<file path="config.mk">
export PLATFORM = sky130hd
export DESIGN_NAME = multicycle_control_unit
export DESIGN_NICKNAME = d
export VERILOG_FILES = /design/src/rtl/mcu_pkg.sv /design/src/rtl/mcu_main_fsm.sv /design/src/rtl/multicycle_control_unit.sv
export SDC_FILE = /design/constraint.sdc
export NUM_CORES = 1
export LEC_CHECK = 0
export ABC_CLOCK_PERIOD_IN_PS = 5700
export BUFFER_PORTS_ARGS = -buffer_cell sky130_fd_sc_hd__buf_2
export CAP_MARGIN = 20
export CORE_MARGIN = 2
export CORE_UTILIZATION = 50
export DETAILED_ROUTE_END_ITERATION = 12
export PLACE_DENSITY = 0.88
export REMOVE_ABC_BUFFERS = 1
export SYNTH_ARGS = -nofsm -noshare
export SYNTH_HDL_FRONTEND = slang
export SYNTH_SLANG_ARGS = --single-unit
</file>
<file path="constraint.sdc">
create_clock -name CLK -period 5.7 [get_ports CLK]
set_clock_uncertainty 0.15 [all_clocks]
set_input_delay 0.285 -clock CLK [delete_from_list [all_inputs] [get_ports CLK]]
set_output_delay 0.285 -clock CLK [all_outputs]
set_load 0.02 [all_outputs]
</file>
<file path="src/rtl/mcu_pkg.sv">
// Shared constants for the multicycle control unit: FSM state codes,
// opcode classes, ALU command fields, ALUControl encodings, FSM control bundle.
package mcu_pkg;

    localparam logic [3:0] S_FETCH  = 4'd0;
    localparam logic [3:0] S_DECODE = 4'd1;
    localparam logic [3:0] S_MEMADR = 4'd2;
    localparam logic [3:0] S_MEMRD  = 4'd3;
    localparam logic [3:0] S_MEMWB  = 4'd4;
    localparam logic [3:0] S_MEMWR  = 4'd5;
    localparam logic [3:0] S_EXECR  = 4'd6;
    localparam logic [3:0] S_EXECI  = 4'd7;
    localparam logic [3:0] S_ALUWB  = 4'd8;
    localparam logic [3:0] S_BRANCH = 4'd9;

    localparam logic [1:0] OP_DP  = 2'b00;
    localparam logic [1:0] OP_MEM = 2'b01;
    localparam logic [1:0] OP_BR  = 2'b10;

    localparam logic [3:0] CMD_AND = 4'b0000;
    localparam logic [3:0] CMD_EOR = 4'b0001;
    localparam logic [3:0] CMD_SUB = 4'b0010;
    localparam logic [3:0] CMD_ADD = 4'b0100;
    localparam logic [3:0] CMD_CMP = 4'b1010;
    localparam logic [3:0] CMD_ORR = 4'b1100;

    localparam logic [2:0] ALUC_ADD = 3'b000;
    localparam logic [2:0] ALUC_SUB = 3'b001;
    localparam logic [2:0] ALUC_AND = 3'b010;
    localparam logic [2:0] ALUC_ORR = 3'b011;
    localparam logic [2:0] ALUC_EOR = 3'b100;

    typedef struct packed {
        logic       pcupdate;
        logic       adrsrc;
        logic       irwrite;
        logic       regw;
        logic       memw;
        logic       branch;
        logic       alusrca;
        logic [1:0] alusrcb;
        logic [1:0] resultsrc;
        logic       aluop;
    } fsm_ctrl_t;

endpackage

</file>
<file path="src/rtl/mcu_main_fsm.sv">
// Moore main FSM: ten one-cycle states, outputs the raw control bundle.
// Ports: clk, reset (sync, active-high), op, funct5 (I bit), funct0 (S/L bit), ctrl.
module mcu_main_fsm
    import mcu_pkg::*;
(
    input  logic       clk,
    input  logic       reset,
    input  logic [1:0] op,
    input  logic       funct5,
    input  logic       funct0,
    output fsm_ctrl_t  ctrl
);

    logic [3:0] state_q;
    logic [3:0] state_d;
    logic [3:0] state;

    always_ff @(posedge clk) begin
        if (reset) state_q <= S_FETCH;
        else       state_q <= state_d;
    end

    // FETCH controls are presented while reset is held, whatever state_q is.
    assign state = reset ? S_FETCH : state_q;

    always_comb begin
        state_d = S_FETCH;
        case (state_q)
            S_FETCH:  state_d = S_DECODE;
            S_DECODE: begin
                case (op)
                    OP_MEM:  state_d = S_MEMADR;
                    OP_DP:   state_d = funct5 ? S_EXECI : S_EXECR;
                    OP_BR:   state_d = S_BRANCH;
                    default: state_d = S_FETCH;
                endcase
            end
            S_MEMADR: state_d = funct0 ? S_MEMRD : S_MEMWR;
            S_MEMRD:  state_d = S_MEMWB;
            S_EXECR:  state_d = S_ALUWB;
            S_EXECI:  state_d = S_ALUWB;
            default:  state_d = S_FETCH;
        endcase
    end

    always_comb begin
        ctrl = '0;
        case (state)
            S_FETCH: begin
                ctrl.pcupdate  = 1'b1;
                ctrl.irwrite   = 1'b1;
                ctrl.alusrca   = 1'b1;
                ctrl.alusrcb   = 2'b10;
                ctrl.resultsrc = 2'b10;
            end
            S_DECODE: begin
                ctrl.alusrca   = 1'b1;
                ctrl.alusrcb   = 2'b10;
                ctrl.resultsrc = 2'b10;
            end
            S_MEMADR: ctrl.alusrcb = 2'b01;
            S_MEMRD:  ctrl.adrsrc  = 1'b1;
            S_MEMWB: begin
                ctrl.resultsrc = 2'b01;
                ctrl.regw      = 1'b1;
            end
            S_MEMWR: begin
                ctrl.adrsrc = 1'b1;
                ctrl.memw   = 1'b1;
            end
            S_EXECR:  ctrl.aluop = 1'b1;
            S_EXECI: begin
                ctrl.alusrcb = 2'b01;
                ctrl.aluop   = 1'b1;
            end
            S_ALUWB:  ctrl.regw = 1'b1;
            S_BRANCH: begin
                ctrl.alusrcb   = 2'b01;
                ctrl.resultsrc = 2'b10;
                ctrl.branch    = 1'b1;
            end
            default:  ctrl = '0;
        endcase
    end

endmodule

</file>
<file path="src/rtl/multicycle_control_unit.sv">
// Multicycle ARM-subset control unit: main FSM, ALU decode, NZCV flags, CondEx gating.
// Ports: CLK, Reset (sync, active-high), Cond/ALUFlags/Op/Funct/Rd in; datapath enables
// and selects out. Optional MCU_CMP_EN: Funct[4:1]=1010 decodes as CMP (SUB, no writeback).
module multicycle_control_unit
    import mcu_pkg::*;
#(
    parameter int ALU_CTRL_W = 2
) (
    input  logic                  CLK,
    input  logic                  Reset,
    input  logic [3:0]            Cond,
    input  logic [3:0]            ALUFlags,
    input  logic [1:0]            Op,
    input  logic [5:0]            Funct,
    input  logic [3:0]            Rd,
    output logic                  PCWrite,
    output logic                  AdrSrc,
    output logic                  MemWrite,
    output logic                  IRWrite,
    output logic                  RegWrite,
    output logic [1:0]            ResultSrc,
    output logic                  ALUSrcA,
    output logic [1:0]            ALUSrcB,
    output logic [1:0]            ImmSrc,
    output logic [1:0]            RegSrc,
    output logic [ALU_CTRL_W-1:0] ALUControl
);

    fsm_ctrl_t  ctrl;
    logic [3:0] flags;
    logic       condex;
    logic [2:0] aluc;
    logic       addsub;
    logic       nowrite;
    logic       regw_g;

    mcu_main_fsm u_fsm (
        .clk    (CLK),
        .reset  (Reset),
        .op     (Op),
        .funct5 (Funct[5]),
        .funct0 (Funct[0]),
        .ctrl   (ctrl)
    );

    always_comb begin
        aluc   = ALUC_ADD;
        addsub = 1'b0;
        if (ctrl.aluop) begin
            case (Funct[4:1])
                CMD_ADD: addsub = 1'b1;
                CMD_SUB: begin
                    aluc   = ALUC_SUB;
                    addsub = 1'b1;
                end
                CMD_AND: aluc = ALUC_AND;
                CMD_ORR: aluc = ALUC_ORR;
                CMD_EOR: if (ALU_CTRL_W >= 3) aluc = ALUC_EOR;
`ifdef MCU_CMP_EN
                CMD_CMP: begin
                    aluc   = ALUC_SUB;
                    addsub = 1'b1;
                end
`endif
                default: aluc = ALUC_ADD;
            endcase
        end
    end

`ifdef MCU_CMP_EN
    assign nowrite = (Op == OP_DP) && (Funct[4:1] == CMD_CMP);
`else
    assign nowrite = 1'b0;
`endif

    // flags = {N, Z, C, V}
    always_comb begin
        case (Cond)
            4'b0000: condex = flags[2];
            4'b0001: condex = ~flags[2];
            4'b0010: condex = flags[1];
            4'b0011: condex = ~flags[1];
            4'b0100: condex = flags[3];
            4'b0101: condex = ~flags[3];
            4'b0110: condex = flags[0];
            4'b0111: condex = ~flags[0];
            4'b1000: condex = flags[1] & ~flags[2];
            4'b1001: condex = ~flags[1] | flags[2];
            4'b1010: condex = (flags[3] == flags[0]);
            4'b1011: condex = (flags[3] != flags[0]);
            4'b1100: condex = ~flags[2] & (flags[3] == flags[0]);
            4'b1101: condex = flags[2] | (flags[3] != flags[0]);
            4'b1110: condex = 1'b1;
            default: condex = 1'b0;
        endcase
    end

    // CondEx above sees the pre-update flags; the load happens at the EXEC edge.
    always_ff @(posedge CLK) begin
        if (Reset) begin
            flags <= 4'b0000;
        end else if (ctrl.aluop && condex && Funct[0]) begin
            flags[3:2] <= ALUFlags[3:2];
            if (addsub) flags[1:0] <= ALUFlags[1:0];
        end
    end

    assign regw_g     = ctrl.regw & ~nowrite & condex;
    assign RegWrite   = regw_g;
    assign MemWrite   = ctrl.memw & condex;
    assign PCWrite    = ctrl.pcupdate
                      | (ctrl.branch & condex)
                      | (regw_g & (Rd == 4'd15));
    assign AdrSrc     = ctrl.adrsrc;
    assign IRWrite    = ctrl.irwrite;
    assign ResultSrc  = ctrl.resultsrc;
    assign ALUSrcA    = ctrl.alusrca;
    assign ALUSrcB    = ctrl.alusrcb;
    assign ImmSrc     = Op;
    assign RegSrc     = {Op == OP_MEM, Op == OP_BR};
    assign ALUControl = ALU_CTRL_W'(aluc);

endmodule

</file>
Word-level counts from Yosys, hierarchy flattened

Index checks and enable logic that the tools add are counted.

Eq/ne operators: 36
Muxes and demuxes: 19
Bitwise operators: 14
Reduce and logical (&&, ||, !) cells: 16

Operators by type and width:

| operator             | count |
|---|---|
| $eq A4 B3 Y1 const B | 11 |
| $eq A4 B4 Y1 const B | 11 |
| $eq A4 B2 Y1 const B | 7 |
| $pmux W4 S5          | 1 |
| $logic_not A4 Y1     | 4 |
| $pmux W1 S15         | 1 |
| $eq A4 B1 Y1 const B | 3 |
| $pmux W4 S3          | 1 |
| $reduce_or A2 Y1     | 6 |
| $mux W1              | 10 |
| $pmux W2 S2          | 2 |
| $and A1 B1 Y1        | 6 |
| $pmux W2 S3          | 1 |
| $reduce_or A3 Y1     | 2 |
| $mux W4              | 1 |
| $not A1 Y1           | 4 |
| $or A1 B1 Y1         | 4 |
| $mux W3              | 1 |
| $eq A2 B1 Y1 const B | 1 |
| $eq A2 B2 Y1 const B | 1 |
| $logic_and A1 B1 Y1  | 2 |
| $logic_not A2 Y1     | 1 |
| $mux W2              | 1 |
| $reduce_and A2 Y1    | 1 |
| other kinds (2)      | 2 |

Register bits: 8
Input port bits: 22
Output and inout bits: 16

Longest topological paths before layout

Word-level depth: 7
Gate-level depth with buffers: 6

By module

Synthesis repeated with hierarchy kept, for this count alone.

Cell total of the unflattened synthesis: 112
Area total of the unflattened synthesis: 910.9 µm²

Modules (own cells, without submodules):

| module                  | times used | cells an instance | area each (µm²) | sequential area each (µm²) |
|---|---|---|---|---|
| multicycle_control_unit | 1          | 68                | 541.8           | 80.1 |
| mcu_main_fsm            | 1          | 44                | 369.1           | 80.1 |

Worst setup path after synthesis

OpenSTA, ideal clock, no wires.

Kind: input -> output
From: input port Cond[2]
To: output port RegWrite
Data arrival time: 1.897 ns
Data required time: 5.265 ns
Slack: 3.368 ns
Stages: 6
Buffers on the path: 1
Cells stage by stage: clkbuf_1 -> and4bb_1 -> a211oi_1 -> a311o_1 -> and3_1 -> nor4b_2

Word-level cells in the longest chain between the ends: 3
Elaborated cells between the ends (all ways): 17

Ends and longest elaborated chain:

| item                                       | line                           | source |
|---|---|---|
| from (decl)                                | multicycle_control_unit.sv:11  | `input logic [3:0] Cond,` |
| $eq A4 B4 Y1, or another cell as far along | multicycle_control_unit.sv:78  | `case (Cond)` |
| $pmux W1 S15 *                             | multicycle_control_unit.sv:78  |  |
| $and A1 B1 Y1 *                            | multicycle_control_unit.sv:108 | `assign regw_g = ctrl.regw & ~nowrite & condex;` |
| to (decl)                                  | multicycle_control_unit.sv:20  | `output logic RegWrite,` |

Mark *: on every way between the ends. The rest lies on a longest branch, timed or not.

Final worst setup path

From: register flags[3]
To: output port RegWrite

Word-level cells in the longest chain between the ends: 4
Elaborated cells between the ends (all ways): 7

Ends and longest elaborated chain:

| item                                                 | line                                                         | source |
|---|---|---|
| from (decl)                                          | multicycle_control_unit.sv:30                                | `logic [3:0] flags;` |
| from (signal assigned)                               | multicycle_control_unit.sv:103                               | `flags[3:2] <= ALUFlags[3:2];` |
| $ne A1 B1 Y1 / $eq A1 B1 Y1 (equally long branches)  | n/a                                                          |  |
| $or A1 B1 Y1 / $and A1 B1 Y1 (equally long branches) | multicycle_control_unit.sv:92, multicycle_control_unit.sv:91 |  |
| $pmux W1 S15 *                                       | multicycle_control_unit.sv:78                                |  |
| $and A1 B1 Y1 *                                      | multicycle_control_unit.sv:108                               |  |

Marks and branches as above.

==> flow_metrics.py <==
metrics = {
    "run_status": {
        "status": "finished clean",
    },
    "floorplan": {
        "die_h_um": 45.7,
        "rows": 15,
        "die-area_um2": 2090,
        "die_w_um": 45.7,
        "initial_utilization_pct": 51.5,
        "core_um2": 1690,
        "io_pins": 38,
    },
    "final_layout": {
        "final_cell_mix": "buf_2 (37), nand2b_1 (12), nor2_1 (11)",
        "area_growth_pct": 21.0,
        "fin_util_pct": 62.3,
        "antenna_cells": 0,
        "drive_above_1_share_pct": 32.2,
        "layout.cells.non_filler": 163,
        "fin_nets": 170,
        "nFillCells": 160,
        "finalInstanceArea_um2": 1050,
        "layout_commonest_cell": "buf_2",
    },
    "clock_network": {
        "postCtsHoldBufs": 0,
        "cts.sinks": 8,
        "cts_buffer_depth": 2,
        "clk_latency_ps": 240,
        "cts_tree": "done",
        "cts_buffers": 3,
        "htreeDepth": 1,
        "cts_setup_buffers": 0,
        "cts_root_buf": "clkbuf_4",
        "path_clk_slew_ps": 60,
        "cts_resized": 0,
    },
    "global_route": {
        "antenna_found_initial": 0,
        "first_global_vias": 821,
        "grt_remaining_overflow": 0,
        "track_usage_pct": 21.8,
        "grt_max_degree": 19,
        "grt_pass1_wl_mm": 3.37,
    },
    "synthesis": {
        "ys_seq_area_share_pct": 18.4,
        "ys.flop_type": "dfxtp_1",
        "synth.ff_latch_count": 8,
        "avgSynthCellArea_um2": 7.50,
        "yosysUniqueCellTypes": 43,
        "ys_warn_count": 0,
        "synthArstFlopShare_pct": 0,
        "synth_cells": 116,
        "synth_edf_count": 0,
        "netlist_area_um2": 870,
    },
    "pwr": {
        "cellPowerDensity_nw_per_um2": 152,
        "ir_drop_mv": 0.111,
        "leakage_nw": 0.428,
    },
    "placement": {
        "hpwl_mm": 1.62,
        "place_area_um2": 1030,
        "numPortBuffers": 37,
        "dp.cells": 160,
        "dp_slack_ps": 3320,
        "gp_congestion": 0.920,
    },
    "sta": {
        "min_period_ps": 2520,
        "slew_violations": 0,
        "setup_ws_ps": 3180,
        "finalHoldViolCount": 0,
        "grt_setup_unrepaired": "no",
        "maxSlewHeadroom_pct": 70.8,
        "max_freq_mhz": 397,
        "setup_tns_ps": 0,
        "worst-slew-pin-transition_ps": 438,
        "min_period_over_period_pct": 44.2,
        "setup_violations": 0,
    },
    "critical_path": {
        "path_class": "reg -> out",
        "worst-path-max-fanout": 7,
        "regToRegStartpoint": "u_fsm.state_q[2]$_SDFF_PP0_",
        "critPathLaunchType": "flop",
        "rrSetupSlack_ps": 3350,
        "critPathArrivalTime_ps": 2090,
        "reg2reg_depth": 5,
        "worstPathRequired_ps": 5270,
        "endpoint": "RegWrite",
        "crit_start": "flags[3]$_SDFFE_PP0P_",
        "worstSetupEndpointType": "output port",
        "reg2reg_to": "flags[1]$_SDFFE_PP0P_",
    },
    "drt": {
        "drcViolationCount": 0,
        "firstDrtPassIters": 4,
        "antenna_left": 0,
        "wl_mm": 2.05,
        "vias": 933,
        "via_per_inst": 5.72,
        "drt_iter0_markers": 13,
        "drt-wirelength-per-cell_um": 12.6,
    },
    "flow_run": {
        "cap_violations": 0,
    },
    "min_path": {
        "hold_class": "in -> reg",
    },
}
worst max-delay path, stage by stage (launching register included):
cell and delay, ps:
dfxtp_1 460, nor4bb_1 250, nor3_1 90, a311o_1 380, and3_1 230, nor4b_2 240
buf_2 200
power breakdown:
group,total (mW),switching [mW],internal [mW],leakage (nW)
sequential,0.0643,0.00640,0.0579,0.0650
combinational,0.0535,0.0297,0.0238,0.349
clock,0.0419,0.0179,0.0240,0.0138
synthesized netlist by cell type (2+ instances only):
cell type  count  share of area [%]
nor2_1        11                4.7
nand4_1        2                1.4
a21o_1         2                1.7
nand2_1        7                3.0
a21oi_1        5                2.9
nor2b_1        6                4.3
mux2i_1        5                5.8
nand3_1        2                1.2
and3_1         3                2.2
clkbuf_1       6                2.6
nor3_1         8                4.6
nand2b_1      12                8.6
xnor2_1        4                4.0
xor2_1         3                3.0
o21ai_0        3                1.7
dfxtp_1        8                 18
buf_4          2                1.7
or2_2          2                1.4
layer usage:
metal / wire length (um) / track usage (%) / vias to the layer above
li1: - / - / 473
met1: 872 / 26.7 / 428
met2: 1060 / 38.3 / 30
met3: 109 / 4.37 / 2
met4: 6 / 6.29 / 0
met5: 0 / 0 / -
cells by family after synthesis:
kind of cell              Yosys count  share of synthesized area (%)
AOI/OAI and AO/OA                  21                           18.9
xor gates and xnor gates            7                           7.05
buffers and inverters              11                           5.75
DFF                                 8                           18.4
muxes                               5                           5.76
and+or+nand+nor                    64                           44.2
worst min path at each step:
stage / to / depth (start not counted) / slack (ps) / start
final: flags[0]$_SDFFE_PP0P_ / 3 / 140 / ALUFlags[0]
after global routing: flags[0]$_SDFFE_PP0P_ / 3 / 140 / ALUFlags[0]
after CTS: flags[1]$_SDFFE_PP0P_ / 3 / 140 / ALUFlags[1]
after detailed placement: flags[1]$_SDFFE_PP0P_ / 2 / 360 / flags[1]$_SDFFE_PP0P_
after global placement: flags[1]$_SDFFE_PP0P_ / 2 / 340 / flags[1]$_SDFFE_PP0P_
after floorplan: flags[0]$_SDFFE_PP0P_ / 2 / 290 / ALUFlags[0]
metrics by stage:
stage / hold slack (ps) / total power [mW]
after floorplan: 290 / 0.0952
after global placement: 342 / 0.116
after detailed placement: 363 / 0.119
after CTS: 144 / 0.161
after global routing: 144 / 0.173
final: 145 / 0.160
cell type report:
| type | instances | area, um^2 | share of cell area [%] |
|---|---|---|---|
| clock buffers | 3 | 22.5 | 2.14 |
| multi-input cells | 97 | 659 | 62.7 |
| inverters | 1 | 3.75 | 0.357 |
| repair buffers | 37 | 185 | 17.6 |
| well taps | 17 | 21.3 | 2.02 |
| flip-flops and latches | 8 | 160 | 15.2 |
registers in the layout, summed over array words and instances (netlist names):
register	count
u_fsm.state_q	4
flags	4
Power figures use the tool's default switching activity.
